[src/rtl/pcie_packet_router_pkg.sv]
// Shared types and header field layout for the PCIe packet router.
package pcie_packet_router_pkg;

    localparam int PCIE_DATA_W       = 512;
    localparam int PCIE_HDR_DEST_LSB = 0;
    localparam int PCIE_HDR_DEST_W   = 8;
    localparam int PCIE_HDR_LEN_LSB  = 8;
    localparam int PCIE_HDR_LEN_W    = 16;

    typedef enum logic [1:0] {
        HDR  = 2'd0,
        PAY  = 2'd1,
        DROP = 2'd2
    } pcie_router_state_t;

    // Destination app index carried in a header word.
    function automatic logic [PCIE_HDR_DEST_W-1:0] hdr_dest(input logic [PCIE_DATA_W-1:0] w);
        return w[PCIE_HDR_DEST_LSB +: PCIE_HDR_DEST_W];
    endfunction

    // Payload word count carried in a header word.
    function automatic logic [PCIE_HDR_LEN_W-1:0] hdr_len(input logic [PCIE_DATA_W-1:0] w);
        return w[PCIE_HDR_LEN_LSB +: PCIE_HDR_LEN_W];
    endfunction

endpackage

[src/rtl/pcie_packet_router_out_reg.sv]
// One-entry output holding register shared by all app ports.
// A word is presented one-hot to its destination app and held until accepted;
// a new load may coincide with the firing of the current word.
module pcie_router_out_reg #(
    parameter int NUM_APPS = 4,
    parameter int DATA_W   = 512,
    parameter int DEST_W   = 8
) (
    input  logic                clk,
    input  logic                rst_n,
    input  logic                load_i,
    input  logic [DATA_W-1:0]   data_i,
    input  logic [DEST_W-1:0]   dest_i,
    input  logic                last_i,
    input  logic [NUM_APPS-1:0] ready_i,
    output logic [DATA_W-1:0]   data_o,
    output logic [NUM_APPS-1:0] valid_o,
    output logic                last_o,
    output logic                occupied_o,
    output logic                free_o
);

    logic              valid_q;
    logic [DATA_W-1:0] data_q;
    logic [DEST_W-1:0] dest_q;
    logic              last_q;
    logic              fire;

    // Decode one-hot valid; ready on a port without valid has no effect.
    always_comb begin
        valid_o = '0;
        for (int i = 0; i < NUM_APPS; i++) begin
            valid_o[i] = valid_q && (dest_q == DEST_W'(i));
        end
        fire   = |(valid_o & ready_i);
        free_o = !valid_q || fire;
    end

    // Holding register: load wins over fire so back-to-back words stream at full rate.
    always_ff @(posedge clk or negedge rst_n) begin
        if (!rst_n) begin
            valid_q <= 1'b0;
            data_q  <= '0;
            dest_q  <= '0;
            last_q  <= 1'b0;
        end else if (load_i) begin
            valid_q <= 1'b1;
            data_q  <= data_i;
            dest_q  <= dest_i;
            last_q  <= last_i;
        end else if (fire) begin
            valid_q <= 1'b0;
        end
    end

    assign data_o     = data_q;
    assign last_o     = last_q;
    assign occupied_o = valid_q;

endmodule

[src/rtl/pcie_packet_router.sv]
// Routes the unified PCIe packet stream (header + N payload words) to one of
// NUM_APPS inbound app ports; messages to nonexistent apps are consumed and dropped.
module pcie_packet_router
    import pcie_packet_router_pkg::*;
#(
    parameter int NUM_APPS  = 4,
    parameter int CNT_WIDTH = 32
) (
    input  logic                   clk,
    input  logic                   rst_n,
    input  logic [PCIE_DATA_W-1:0] packet_in,
    input  logic                   packet_in_valid,
    output logic                   packet_in_grant,
    output logic [PCIE_DATA_W-1:0] app_data,
    output logic [NUM_APPS-1:0]    app_valid,
    input  logic [NUM_APPS-1:0]    app_ready,
    output logic                   app_last,
    output logic [CNT_WIDTH-1:0]   msg_count,
    output logic [CNT_WIDTH-1:0]   drop_count,
    output logic                   busy
);

    localparam logic [PCIE_HDR_DEST_W-1:0] NUM_APPS_D = PCIE_HDR_DEST_W'(NUM_APPS);
    localparam logic [CNT_WIDTH-1:0]       CNT_ONE    = CNT_WIDTH'(1);

    pcie_router_state_t          state_q, state_d;
    logic [PCIE_HDR_LEN_W-1:0]   remaining_q, remaining_d;
    logic [PCIE_HDR_DEST_W-1:0]  cur_dest_q, cur_dest_d;
    logic [CNT_WIDTH-1:0]        msg_count_q, drop_count_q;
    logic                        grant, load, msg_inc, drop_inc;
    logic                        out_free, out_occupied;
    logic [PCIE_HDR_DEST_W-1:0]  in_dest;
    logic [PCIE_HDR_LEN_W-1:0]   in_len;

    assign in_dest = hdr_dest(packet_in);
    assign in_len  = hdr_len(packet_in);

    // Next-state, grant and output-register load decisions.
    always_comb begin
        state_d     = state_q;
        remaining_d = remaining_q;
        cur_dest_d  = cur_dest_q;
        grant       = 1'b0;
        load        = 1'b0;
        msg_inc     = 1'b0;
        drop_inc    = 1'b0;
        unique case (state_q)
            HDR: begin
                grant = packet_in_valid;
                if (grant && (in_len != '0)) begin
                    remaining_d = in_len;
                    if (in_dest >= NUM_APPS_D) begin
                        drop_inc = 1'b1;
                        state_d  = DROP;
                    end else begin
                        cur_dest_d = in_dest;
                        state_d    = PAY;
                    end
                end
            end
            PAY: begin
                grant = packet_in_valid && out_free;
                if (grant) begin
                    load        = 1'b1;
                    remaining_d = remaining_q - 1'b1;
                    if (remaining_q == 16'd1) begin
                        msg_inc = 1'b1;
                        state_d = HDR;
                    end
                end
            end
            DROP: begin
                grant = packet_in_valid;
                if (grant) begin
                    remaining_d = remaining_q - 1'b1;
                    if (remaining_q == 16'd1) begin
                        state_d = HDR;
                    end
                end
            end
            default: state_d = HDR;
        endcase
    end

    // FSM state, message bookkeeping and statistics counters.
    always_ff @(posedge clk or negedge rst_n) begin
        if (!rst_n) begin
            state_q      <= HDR;
            remaining_q  <= '0;
            cur_dest_q   <= '0;
            msg_count_q  <= '0;
            drop_count_q <= '0;
        end else begin
            state_q     <= state_d;
            remaining_q <= remaining_d;
            cur_dest_q  <= cur_dest_d;
            if (msg_inc)  msg_count_q  <= msg_count_q + CNT_ONE;
            if (drop_inc) drop_count_q <= drop_count_q + CNT_ONE;
        end
    end

    pcie_router_out_reg #(
        .NUM_APPS (NUM_APPS),
        .DATA_W   (PCIE_DATA_W),
        .DEST_W   (PCIE_HDR_DEST_W)
    ) u_out_reg (
        .clk        (clk),
        .rst_n      (rst_n),
        .load_i     (load),
        .data_i     (packet_in),
        .dest_i     (cur_dest_q),
        .last_i     (remaining_q == 16'd1),
        .ready_i    (app_ready),
        .data_o     (app_data),
        .valid_o    (app_valid),
        .last_o     (app_last),
        .occupied_o (out_occupied),
        .free_o     (out_free)
    );

    // Upstream must never dequeue while the router is held in reset.
    assign packet_in_grant = grant && rst_n;
    assign msg_count       = msg_count_q;
    assign drop_count      = drop_count_q;
    assign busy            = (state_q != HDR) || out_occupied;

endmodule

[config.mk]
export PLATFORM = sky130hd
export DESIGN_NAME = pcie_packet_router
export DESIGN_NICKNAME = d
export VERILOG_FILES = /design/src/rtl/pcie_packet_router_pkg.sv /design/src/rtl/pcie_packet_router_out_reg.sv /design/src/rtl/pcie_packet_router.sv
export SDC_FILE = /design/constraint.sdc
export NUM_CORES = 1
export LEC_CHECK = 0
export CAP_MARGIN = 20
export CELL_PAD_IN_SITES_DETAIL_PLACEMENT = 0
export CELL_PAD_IN_SITES_GLOBAL_PLACEMENT = 2
export CORE_AREA = 3 3 430 432
export DETAILED_ROUTE_END_ITERATION = 6
export DIE_AREA = 0 0 433 435
export PLACE_DENSITY_LB_ADDON = 0.08
export SYNTH_ARGS = -nofsm -noshare
export SYNTH_HDL_FRONTEND = slang
export SYNTH_SLANG_ARGS = --single-unit
export TNS_END_PERCENT = 5
[constraint.sdc]
create_clock -name clk -period 2.96 [get_ports clk]
set_clock_uncertainty 0.05 [all_clocks]
set_input_delay 0.296 -clock clk [delete_from_list [all_inputs] [get_ports clk]]
set_output_delay 0.296 -clock clk [all_outputs]
set_load 0.005 [all_outputs]
==> impl_metrics.csv, run 1 <==
group,metric,value,unit
timing,timing.final.crit_share,0.969,
placed_design,place.gp.congestion,0.772,
drt,drt-met1-wl,47.1,mm
layout,multi_input_area,8250,sq um
drt,highest_layer,"met5",
power,total_leakage_power,18.4,nW
synthesis,netlist_top_cells_area,"dfrtp_1 64%, mux2_1 19%, mux2_2 5.8%, xor2_1 1.6%, buf_4 1.3%",
setup_path,crit_end,"u_out_reg.data_o[150]",
setup_path,rr_worst_depth,10,
global_route,grt_overflow_total,0,
drt,vias_per_cell,3.46,
synthesis,ys_types,58,
setup_path,crit_path_end_kind,"flip-flop",
setup_path,rr_startpoint,"u_out_reg.dest_q[6]",
drt,vias,18100,
layout,fin_nets,3310,
floorplanning,die_area,188000,sq um
synthesis,synth_top_area_cell,"dfrtp_1",
floorplanning,pin_count,1102,
floorplanning,fp.dieW,433,um
setup_path,worst-path-max-fanout,21,
drt,ant_nets,0,
layout,layout-drive-gt1-share,0.135,
synthesis,ys_warn_count,0,
timing,timing.final.ws_setup,0.0907,ns
synthesis,syn_area,24100,sq um
setup_path,critPathLaunchType,"flip-flop",
run,drv_cap,0,
floorplanning,core,181000,sq um
setup_path,timing.critical_path.from,"u_out_reg.dest_q[6]",
global_route,grt_pass1_wl,179,mm
clock_network,clock_sinks,612,
layout,seq_area,15300,sq um
global_route,grt_max_degree,148,
timing,max_freq,349,MHz
drt,wirelength,134,mm
floorplanning,initial_core_util,0.133,
setup_path,critPathKind,"flip-flop to flip-flop",
synthesis,ys_seq_area_frac,0.636,
timing,rsz0062_at_grt,"yes",
layout,fillers,19100,
power,powerDensity,894,nW/um^2
drt,wl_met3,11.3,mm
clock_network,clkLatencyLatePin,0.70,ns
hold_path,hold_class,"input pin to flip-flop",
setup_path,worst_ep_required_time,3.47,ns
timing,fin_crit,2.87,ns
timing,setup_viol,0,
hold_path,worstHoldPathCells,2,
drt,drc_errors,0,
synthesis,avgSynthCellArea,15.4,sq um
synthesis,ys_ff_latch,612,
synthesis,syn_nets,2092,
floorplanning,rows,156,
clock_network,cts_made_buffers,89,
drt,wl_met2,71.0,mm
power,vdd_drop_max,0.000360,V
layout,synthToLayoutAreaGrowth,73.5,%
placed_design,hpwl,109,mm
clock_network,cts_max_level,3,
clock_network,cts.path.max_buffers,3,
timing,tightest_slew,0.929,ns
layout,stdcell_count,5247,
synthesis,synthArstFlopShare,1.00,
setup_path,worst-r2r-setup-slack,0.09,ns
drt,wire_per_inst,25.5,um
setup_path,critical_path_arrival,3.38,ns
drt,first_pass_iters,4,
timing,drv_slew,0,
clock_network,cts_root_buf,"clkbuf_16",
floorplanning,die_h,435,um
setup_path,r2r-end,"u_out_reg.data_o[150]",
global_route,grtUsageTotal,0.138,
run_status,outcome,"completed",
clock_network,cts_tree,"done",
placed_design,dpl_worst_slack,0.0137,ns
placed_design,dp.cells,5053,
power,finalPower,37.3,mW
global_route,antenna_found_initial,71,
timing,hold_viol,0,
global_route,grt_pass1_vias,19600,
placed_design,port-buffer-count,1101,
synthesis,synth_ff_type,"dfrtp_1",
timing,maxSlewHeadroom,0.380,
synthesis,synth_top_area_share,0.636,
clock_network,clk_pin_slew,0.06,ns
synthesis,synth_edf_count,0,
drt,first_iter_violations,689,
synthesis,synthCells,1564,
-- synth_stat cells (2+ instances only) --
master,instances
nand2b_1,7
a31oi_1,10
or2_2,2
o31ai_1,4
and2_1,2
clkbuf_1,9
nor4b_1,7
nor2_1,23
nor3b_1,3
or4b_2,2
mux2_2,123
o21ai_0,10
nand2_1,42
a31o_2,2
nor2b_1,6
inv_1,12
dfrtp_1,612
buf_4,41
or4_1,6
nand3b_1,2
nand3_1,30
nand4_1,19
o22ai_1,2
xnor2_1,18
buf_6,8
buf_2,12
a22o_1,2
and3_1,5
a22oi_1,2
nand4b_1,3
and4_1,9
mux2i_1,3
nor4_1,17
mux2_1,400
nor3_1,22
a21oi_1,11
or3_1,2
o2bb2ai_1,3
xor2_1,44
ha_1,9
-- placed cells by master (no fill, tap or decap), types with 5 or more instances in the layout --
cell type        count
nand3_1             30
and3_1               5
clkbuf_8            29
ha_1                 9
bufinv_16            7
clkbuf_16           91
buf_4               70
nor3_1              21
nand2b_1             6
nor4_1              17
mux2_1             394
inv_1               12
mux2_4               6
o21ai_0             10
nand4_1             19
clkbuf_1            17
a21oi_1             10
clkdlybuf4s50_1   1095
nor2_1              23
xor2_1              44
nor4b_1              7
clkinv_2            14
a31oi_1             10
mux2_2             123
dfrtp_1            612
xnor2_1             18
diode_2             25
nand2_1             42
nor2b_1              6
or4_1                6
buf_12              22
and4_1               9
-- final cells by class --
class / count / share of cell area
sequential: 612 / 0.367
antenna: 25 / 0.00150
multi-input combinational: 869 / 0.198
clock inverter: 25 / 0.00770
inverter: 13 / 0.00117
clock buffer: 136 / 0.0650
tap: 2370 / 0.0710
timing repair buffer: 1197 / 0.289
-- registers in the layout (all words and copies together) (netlist names) --
signal,flops
cur_dest_q,8
drop_count,32
msg_count,32
remaining_q,16
state_q,2
u_out_reg.data_o,512
u_out_reg.dest_q,8
u_out_reg.last_o,1
u_out_reg.occupied_o,1
-- logic make-up after synthesis --
| logic type | share of synthesized area |
|---|---|
| AOI/OAI and AO/OA | 0.0180 |
| xor gates and xnor gates | 0.0226 |
| adders and majority gates | 0.00468 |
| buffers and inverters | 0.0225 |
| DFF | 0.636 |
| muxes | 0.246 |
| and+or+nand+nor | 0.0499 |
-- stage by stage --
stage / util / hold slack, ns / area, sq um / setup TNS (ns)
floorplan: - / -0.0496 / 24100 / 0
global placement: 0.213 / 0.150 / 38500 / 0
detailed placement: 0.213 / 0.150 / 38500 / 0
CTS: 0.230 / 0.0312 / 41600 / -0.112
global route: 0.231 / 0.0631 / 41700 / -0.695
finish: 0.231 / 0.139 / 41800 / 0
-- worst min path at each step --
stage                       endpoint            from  slack, ns
2_1_floorplan          cur_dest_q[0]           rst_n      -0.05
3_5_place_dp   u_out_reg.data_o[467]           rst_n       0.15
5_1_grt        u_out_reg.data_o[158]  packet_in[158]       0.06
3_3_place_gp   u_out_reg.data_o[467]           rst_n       0.15
6_report       u_out_reg.data_o[169]  packet_in[169]       0.14
4_1_cts        u_out_reg.data_o[123]  packet_in[123]       0.03
-- worst max-delay path, stage by stage, from the launching register on --
cell       delay [ns]
dfrtp_1          0.38
or4_4            0.58
a2111oi_4        0.34
a21boi_2         0.12
buf_4            0.14
buf_4            0.14
nor2_8           0.13
buf_12           0.16
buf_12           0.16
buf_12           0.18
mux2_1           0.34
-- where the power goes --
| group | internal [mW] | switching, mW |
|---|---|---|
| combinational | 7.71 | 5.06 |
| clock | 6.88 | 4.27 |
| sequential | 11.5 | 1.88 |
-- timing repair --
| item | 4_1_cts | 5_1_grt |
|---|---|---|
| pin swaps | 1 | 4 |
| endpoints found under the hold margin | 372 | 0 |
| setup endpoints to repair | 5 | 1 |
| resized for setup | 8 | 12 |
| hold buffers | 2 | 0 |
| buffers inserted | 0 | 5 |
| cloned | 0 | 1 |
-- routing by layer --
| metal | global-route usage | vias up |
|---|---|---|
| met4 | 0.0450 | 48 |
| met5 | 0 | - |
| li1 | - | 8101 |
| met3 | 0.0561 | 216 |
| met2 | 0.256 | 674 |
| met1 | 0.139 | 9109 |
Note: power is estimated with default switching activity, not from simulation.
==> run 2: changes to the inputs <==
CTS_CLUSTER_DIAMETER = 50   (was not set)
==> run 2 against run 1 <==
  * Non-clock buffer count up 50
  * Flip-flop and latch count unchanged
  * Sequential share of layout area decreased by 1.5 points
  * Critical endpoint is now packet_in_grant
  * Core utilization is 0.99 points higher
  * Sequential power hardly changed
  * Setup slack got worse by 0.021 ns
  * Power is 9.9% higher
  * Largest power group is now clock
  * Die area stayed put
  * Clock power is 32% higher
  * First-iteration DRC count fell by 1.3%
  * Worst hold slack worse by 0.034 ns
  * Global-route usage up 0.10 points
  * Highest routed layer unchanged
==> impl_metrics.csv, run 2 (synthesis results as in run 1) <==
group,metric,value,unit
run_status,outcome,"completed",
setup_path,crit_slowest_cell,"or4_4",
placed_design,dp.cells,5053,
timing,maxSlewHeadroom,0.383,
drt,drc_errors,0,
setup_path,cp.depth,6,
hold_path,hold_class,"input pin to flip-flop",
placed_design,port-buffer-count,1101,
power,combPwrFrac,0.312,
timing,hold_ws,0.104,ns
power,pwr-share-clk,0.360,
setup_path,crit_end,"packet_in_grant",
setup_path,critical_path_arrival,2.54,ns
timing,fin_crit,2.89,ns
floorplanning,initial_core_util,0.133,
setup_path,crit_family,"simple AND/OR/NAND/NOR gates",
global_route,grt_pass1_vias,20300,
run,drv_cap,0,
timing,timing.final.ws_setup,0.0699,ns
setup_path,timing.critical_path.from,"u_out_reg.dest_q[5]",
power,vdd_drop_max,0.000430,V
power,p_sw_frac,0.293,
drt,first_pass_iters,5,
clock_network,cts_tree,"done",
global_route,grt_overflow_total,0,
floorplanning,die_area,188000,sq um
floorplanning,pin_count,1102,
timing,tightest_slew,0.926,ns
setup_path,cp_cell_sequence,"or4_4 > a2111oi_4 > a21boi_2 > nand2b_4 > a21oi_2 > buf_4",
global_route,grt_pass1_wl,181,mm
placed_design,hpwl,109,mm
layout,fin_nets,3401,
setup_path,rr_startpoint,"u_out_reg.dest_q[5]",
clock_network,clock_sinks,612,
floorplanning,fp.dieW,433,um
setup_path,worst_ep_required_time,2.61,ns
layout,final_common_cell,"clkdlybuf4s50_1",
setup_path,crit_path_end_kind,"primary output",
clock_network,cts_root_buf,"clkbuf_16",
floorplanning,rows,156,
timing,rsz0062_at_grt,"yes",
timing,hold_viol,0,
timing,setup_viol,0,
clock_network,clk_pin_slew,0.05,ns
timing,timing.final.crit_share,0.976,
drt,vias,18800,
global_route,grtUsageTotal,0.139,
setup_path,r2r-end,"u_out_reg.data_o[427]",
timing,max_freq,346,MHz
drt,ant_nets,0,
layout,layout_common_cells,"1,095 x clkdlybuf4s50_1, 612 x dfrtp_1, 400 x mux2_1, 135 x clkbuf_16, 123 x mux2_2",
layout,largest_reg_flops,512,
drt,wire_per_inst,25.0,um
setup_path,critPathBufInv,1,
clock_network,cts_max_level,4,
setup_path,critPathLaunchType,"flip-flop",
layout,layout-drive-gt1-share,0.148,
placed_design,place.gp.congestion,0.772,
setup_path,worst-path-max-fanout,3,
setup_path,rr_worst_depth,9,
setup_path,critPathKind,"flip-flop to primary output",
power,power.switching,12.0,mW
clock_network,cts.path.max_buffers,3,
placed_design,dpl_worst_slack,0.0137,ns
power,total_leakage_power,19.2,nW
drt,wirelength,134,mm
clock_network,cts_made_buffers,130,
layout,fillers,19000,
drt,vias_per_cell,3.50,
power,pwr-share-seq,0.327,
global_route,antenna_found_initial,67,
layout,stdcell_count,5360,
global_route,grt_max_degree,148,
floorplanning,core,181000,sq um
timing,drv_slew,0,
clock_network,clkLatencyLatePin,0.74,ns
power,powerDensity,943,nW/um^2
setup_path,worst-r2r-setup-slack,0.18,ns
power,finalPower,41.0,mW
drt,first_iter_violations,680,
setup_path,slowest_delay,0.58,ns
floorplanning,die_h,435,um
layout,synthToLayoutAreaGrowth,80.9,%
power,intPower,29.0,mW
-- run 2: cell types whose count changed in the layout (fill, tap and decap cells not counted), moves of 3 or more --
cell,delta
mux2_1,+6
diode_2,-7
clkbuf_16,+44
clkinv_8,+3
mux2_4,-6
clkbuf_1,+6
bufinv_16,+5
clkbuf_8,-14
inv_6,+5
buf_4,-4
clkinvlp_4,+12
dlygate4sd3_1,+55
clkinv_2,+6
-- run 2: cell type report --
type                       instances  area [sq um]  share of cell area
tap                             2370          2970              0.0681
sequential                       612         15300               0.352
antenna                           18          45.0             0.00103
multi-input combinational        869          8230               0.189
inverter                          13          48.8             0.00112
timing repair buffer            1247         12600               0.288
clock inverter                    58           713              0.0164
clock buffer                     173          3670              0.0843
-- run 2: how the worst min path moves through the flow --
stage | startpoint | endpoint | cells past startpoint
floorplan | rst_n | cur_dest_q[0] | 0
global placement | rst_n | u_out_reg.data_o[467] | 1
detailed placement | rst_n | u_out_reg.data_o[467] | 1
CTS | packet_in[353] | u_out_reg.data_o[353] | 2
global route | packet_in[159] | u_out_reg.data_o[159] | 2
finish | packet_in[140] | u_out_reg.data_o[140] | 2
-- run 2: power groups by stage --
stage | sequential (mW) | combinational (mW) | clock, mW
after global routing | 13.9 | 13.7 | 15.8
after CTS | 13.5 | 13.4 | 15.5
after floorplan | 13.4 | 2.81 | 0
final | 13.4 | 12.8 | 14.8
after detailed placement | 13.6 | 13.3 | 0
after global placement | 13.5 | 13.3 | 0
-- run 2: timing repair --
item	CTS	global route
endpoints found under the hold margin	584	0
gates resized for setup	10	4
setup endpoints to repair	5	2
pin swaps	1	1
setup buffers	0	1
hold buffers	57	0
-- run 2: stage by stage --
stage / setup TNS, ns / utilization / instance area [sq um]
finish: 0 / 0.241 / 43500
global route: -0.0819 / 0.240 / 43500
CTS: -0.0475 / 0.240 / 43500
detailed placement: 0 / 0.213 / 38500
global placement: 0 / 0.213 / 38500
floorplan: 0 / - / 24100
-- run 2: layer usage --
metal	vias up	track usage	wire length (um)
met3	227	0.0552	11100
met4	42	0.0368	3060
met2	722	0.262	72000
li1	8315	-	-
met1	9449	0.141	47700
met5	-	0	283
==> patch, RTL diff (config.mk and constraints of run 2) <==
`CNT_WIDTH`: 32 -> 48.
--- a/src/rtl/pcie_packet_router.sv
+++ b/src/rtl/pcie_packet_router.sv
@@ -5,5 +5,5 @@
 #(
     parameter int NUM_APPS  = 4,
-    parameter int CNT_WIDTH = 32
+    parameter int CNT_WIDTH = 48
 ) (
     input  logic                   clk,
Ports: changed (resized drop_count and msg_count); port bits go from 1102 to 1134. The function was not compared with the original's and may differ.
==> patch against run 2 <==
Combinational power increased by 15%. Core utilization increased by 3.6 points. Setup slack better by 59 ps. Power grew 12%. Sequential power grew 8%. Via count up 35%. Critical path depth did not move. Sequential cell count up 32. Synthesized area up 6.8%. Final area increased by 15%. Sequential share of layout area shrank 3.0 points. Wire length up 10%. Count of clock-buffer cells in the layout increased by 5.
==> patch: results <==
metrics = {
    "outcome": {
        "status": "finished, final reports clean",
    },
    "hold_path": {
        "holdPathEnd": "u_out_reg.data_o[47]$_DFFE_PN0P_",
        "hold_depth": 3,
        "hold_start": "packet_in[47]",
        "holdCritPathClass": "in2reg",
    },
    "placed_design": {
        "dp_hpwl_um": 112000,
        "dp_cells": 6259,
        "gp_congestion": 0.759,
        "port_buffers": 1133,
        "placed_area_um2": 40400,
        "place_ws_ps": 8.50,
    },
    "critical_path": {
        "worstRegToRegCells": 8,
        "ff2ff_setup_slack_ps": 340,
        "r2r-end": "msg_count[41]$_DFFE_PN0P_",
        "crit_arrival_ps": 2480,
        "crit_path_top_delay_cell": "mux4_2",
        "cp_max_fo": 4,
        "cp_slowest_stage_delay_ps": 600,
        "r2r-start": "remaining_q[1]$_DFFE_PN0P_",
    },
    "routing": {
        "vias_per_cell": 3.62,
        "drtPass1Iterations": 4,
        "wl_per_cell_um": 21.1,
        "drt_iter0_drc": 997,
    },
    "synthesis": {
        "netlist_top_cells_area": "dfrtp_1 63%, nand2_1 23%, xnor2_1 2.0%, buf_2 1.3%, xor2_1 1.2%",
        "yosysWarnings": 0,
        "syn_nets": 3341,
        "async_flop_share_pct": 100,
        "syn_area_per_cell_um2": 9.14,
        "synth_seq_area_share_pct": 62.7,
        "synth_top_cells_by_count": "1,599 x nand2_1, 644 x dfrtp_1, 69 x buf_2",
        "synth_cell_types": 54,
    },
    "global_routing": {
        "antenna_found_initial": 27,
        "grt_max_degree": 116,
        "grt_pass1_vias": 27300,
        "grt_pass1_wl_um": 211000,
        "grtUsageTotal_pct": 15.5,
    },
    "sta": {
        "hold-worst-slack_ps": 85.4,
        "worst_pin_slew_ps": 976,
    },
    "final_layout": {
        "drive_above_1_share_pct": 7.71,
        "final_cells": 7005,
        "largest_register_ffs": 512,
        "nNetsFinal": 5032,
    },
    "cts": {
        "numCtsBuffers": 139,
        "htree_num_levels": 4,
        "clock-root-buffer": "clkbuf_16",
        "clk_latency_ps": 770,
        "clockBufferDepth": 3,
        "path_clk_slew_ps": 50,
    },
    "pwr": {
        "p_sw_share_pct": 30.9,
        "ir_drop_uv": 442,
        "p_leak_nw": 23.1,
    },
}
[patch: changes by cell type after synthesis, moves of 17 or more]
cell | run 2 | this run
nand2_1 | 42 | 1599
mux2_1 | 400 | 4
mux2_2 | 123 | 1
buf_2 | 12 | 69
clkbuf_1 | 9 | 65
xnor2_1 | 18 | 59
buf_4 | 41 | 2
dfrtp_1 | 612 | 644
nor2_1 | 23 | 41
and3_1 | 5 | 22
[patch: power by group through the flow]
stage	clock network (mW)	logic (mW)	registers [mW]
3_5_place_dp	0	14.6	14.6
5_1_grt	17.7	16.0	15.0
6_report	16.6	14.7	14.5
2_1_floorplan	0	3.18	14.6
3_3_place_gp	0	14.7	14.6
4_1_cts	17.3	15.3	14.6
[patch: metal layers]
metal  part of all wire, %  global-route usage (%)  vias up
met4                   2.4                    4.45        8
met5                 0.039                       0        -
met3                   5.4                    4.09      188
li1                      -                       -    12300
met1                    38                    17.0    12300
met2                    54                    28.8      634
[patch: how the worst max path moves through the flow]
| stage | start | to | slack, ps | cells past startpoint |
|---|---|---|---|---|
| floorplan | remaining_q[1]$_DFFE_PN0P_ | msg_count[35]$_DFFE_PN0P_ | 810 | 8 |
| global route | remaining_q[1]$_DFFE_PN0P_ | msg_count[41]$_DFFE_PN0P_ | 4 | 8 |
| CTS | u_out_reg.dest_q[0]$_DFFE_PN0P_ | packet_in_grant | -20 | 6 |
| global placement | packet_in[15] | remaining_q[15]$_DFFE_PN0P_ | 6 | 7 |
| finish | u_out_reg.dest_q[0]$_DFFE_PN0P_ | packet_in_grant | 130 | 6 |
| detailed placement | packet_in[15] | remaining_q[13]$_DFFE_PN0P_ | 8 | 7 |
[patch: area by class of cell]
type                    count  area [µm²]
well taps                2370        2970
repair buffers           1692       17100
fillers                 19300      131000
multi-input cells        2005        8910
inverters                  22        82.6
clock inverters            78        1060
clock buffers             178        3860
flip-flops and latches    644       16100
diodes                     16        40.0
[patch: cell families after synthesis]
kind of cell | count (synthesis) | synth area share [%]
XOR/XNOR | 94 | 3.20
adder cells (fa/ha/maj) | 9 | 0.438
AND/OR/NAND/NOR | 1836 | 29.0
AO/OA/AOI/OAI | 59 | 1.53
multiplexers | 7 | 0.346
flip-flops | 644 | 62.7
buffers and inverters | 164 | 2.85
[patch: repair_timing]
action | 4_1_cts | 5_1_grt
pin swaps | 1 | 0
buffers inserted | 2 | 0
hold buffers | 472 | 0
gates resized for setup | 12 | 1
endpoints found under the setup margin | 5 | 2
gates cloned | 0 | 0
hold endpoints to repair | 944 | 0
[patch: critical path: cells and delay by family (launching register included)]
kind / cells / cell delay, ps
buf+inv: 2 / 280
compound gates: 2 / 350
simple gates: 1 / 90
mux: 1 / 600
flops: 1 / 400
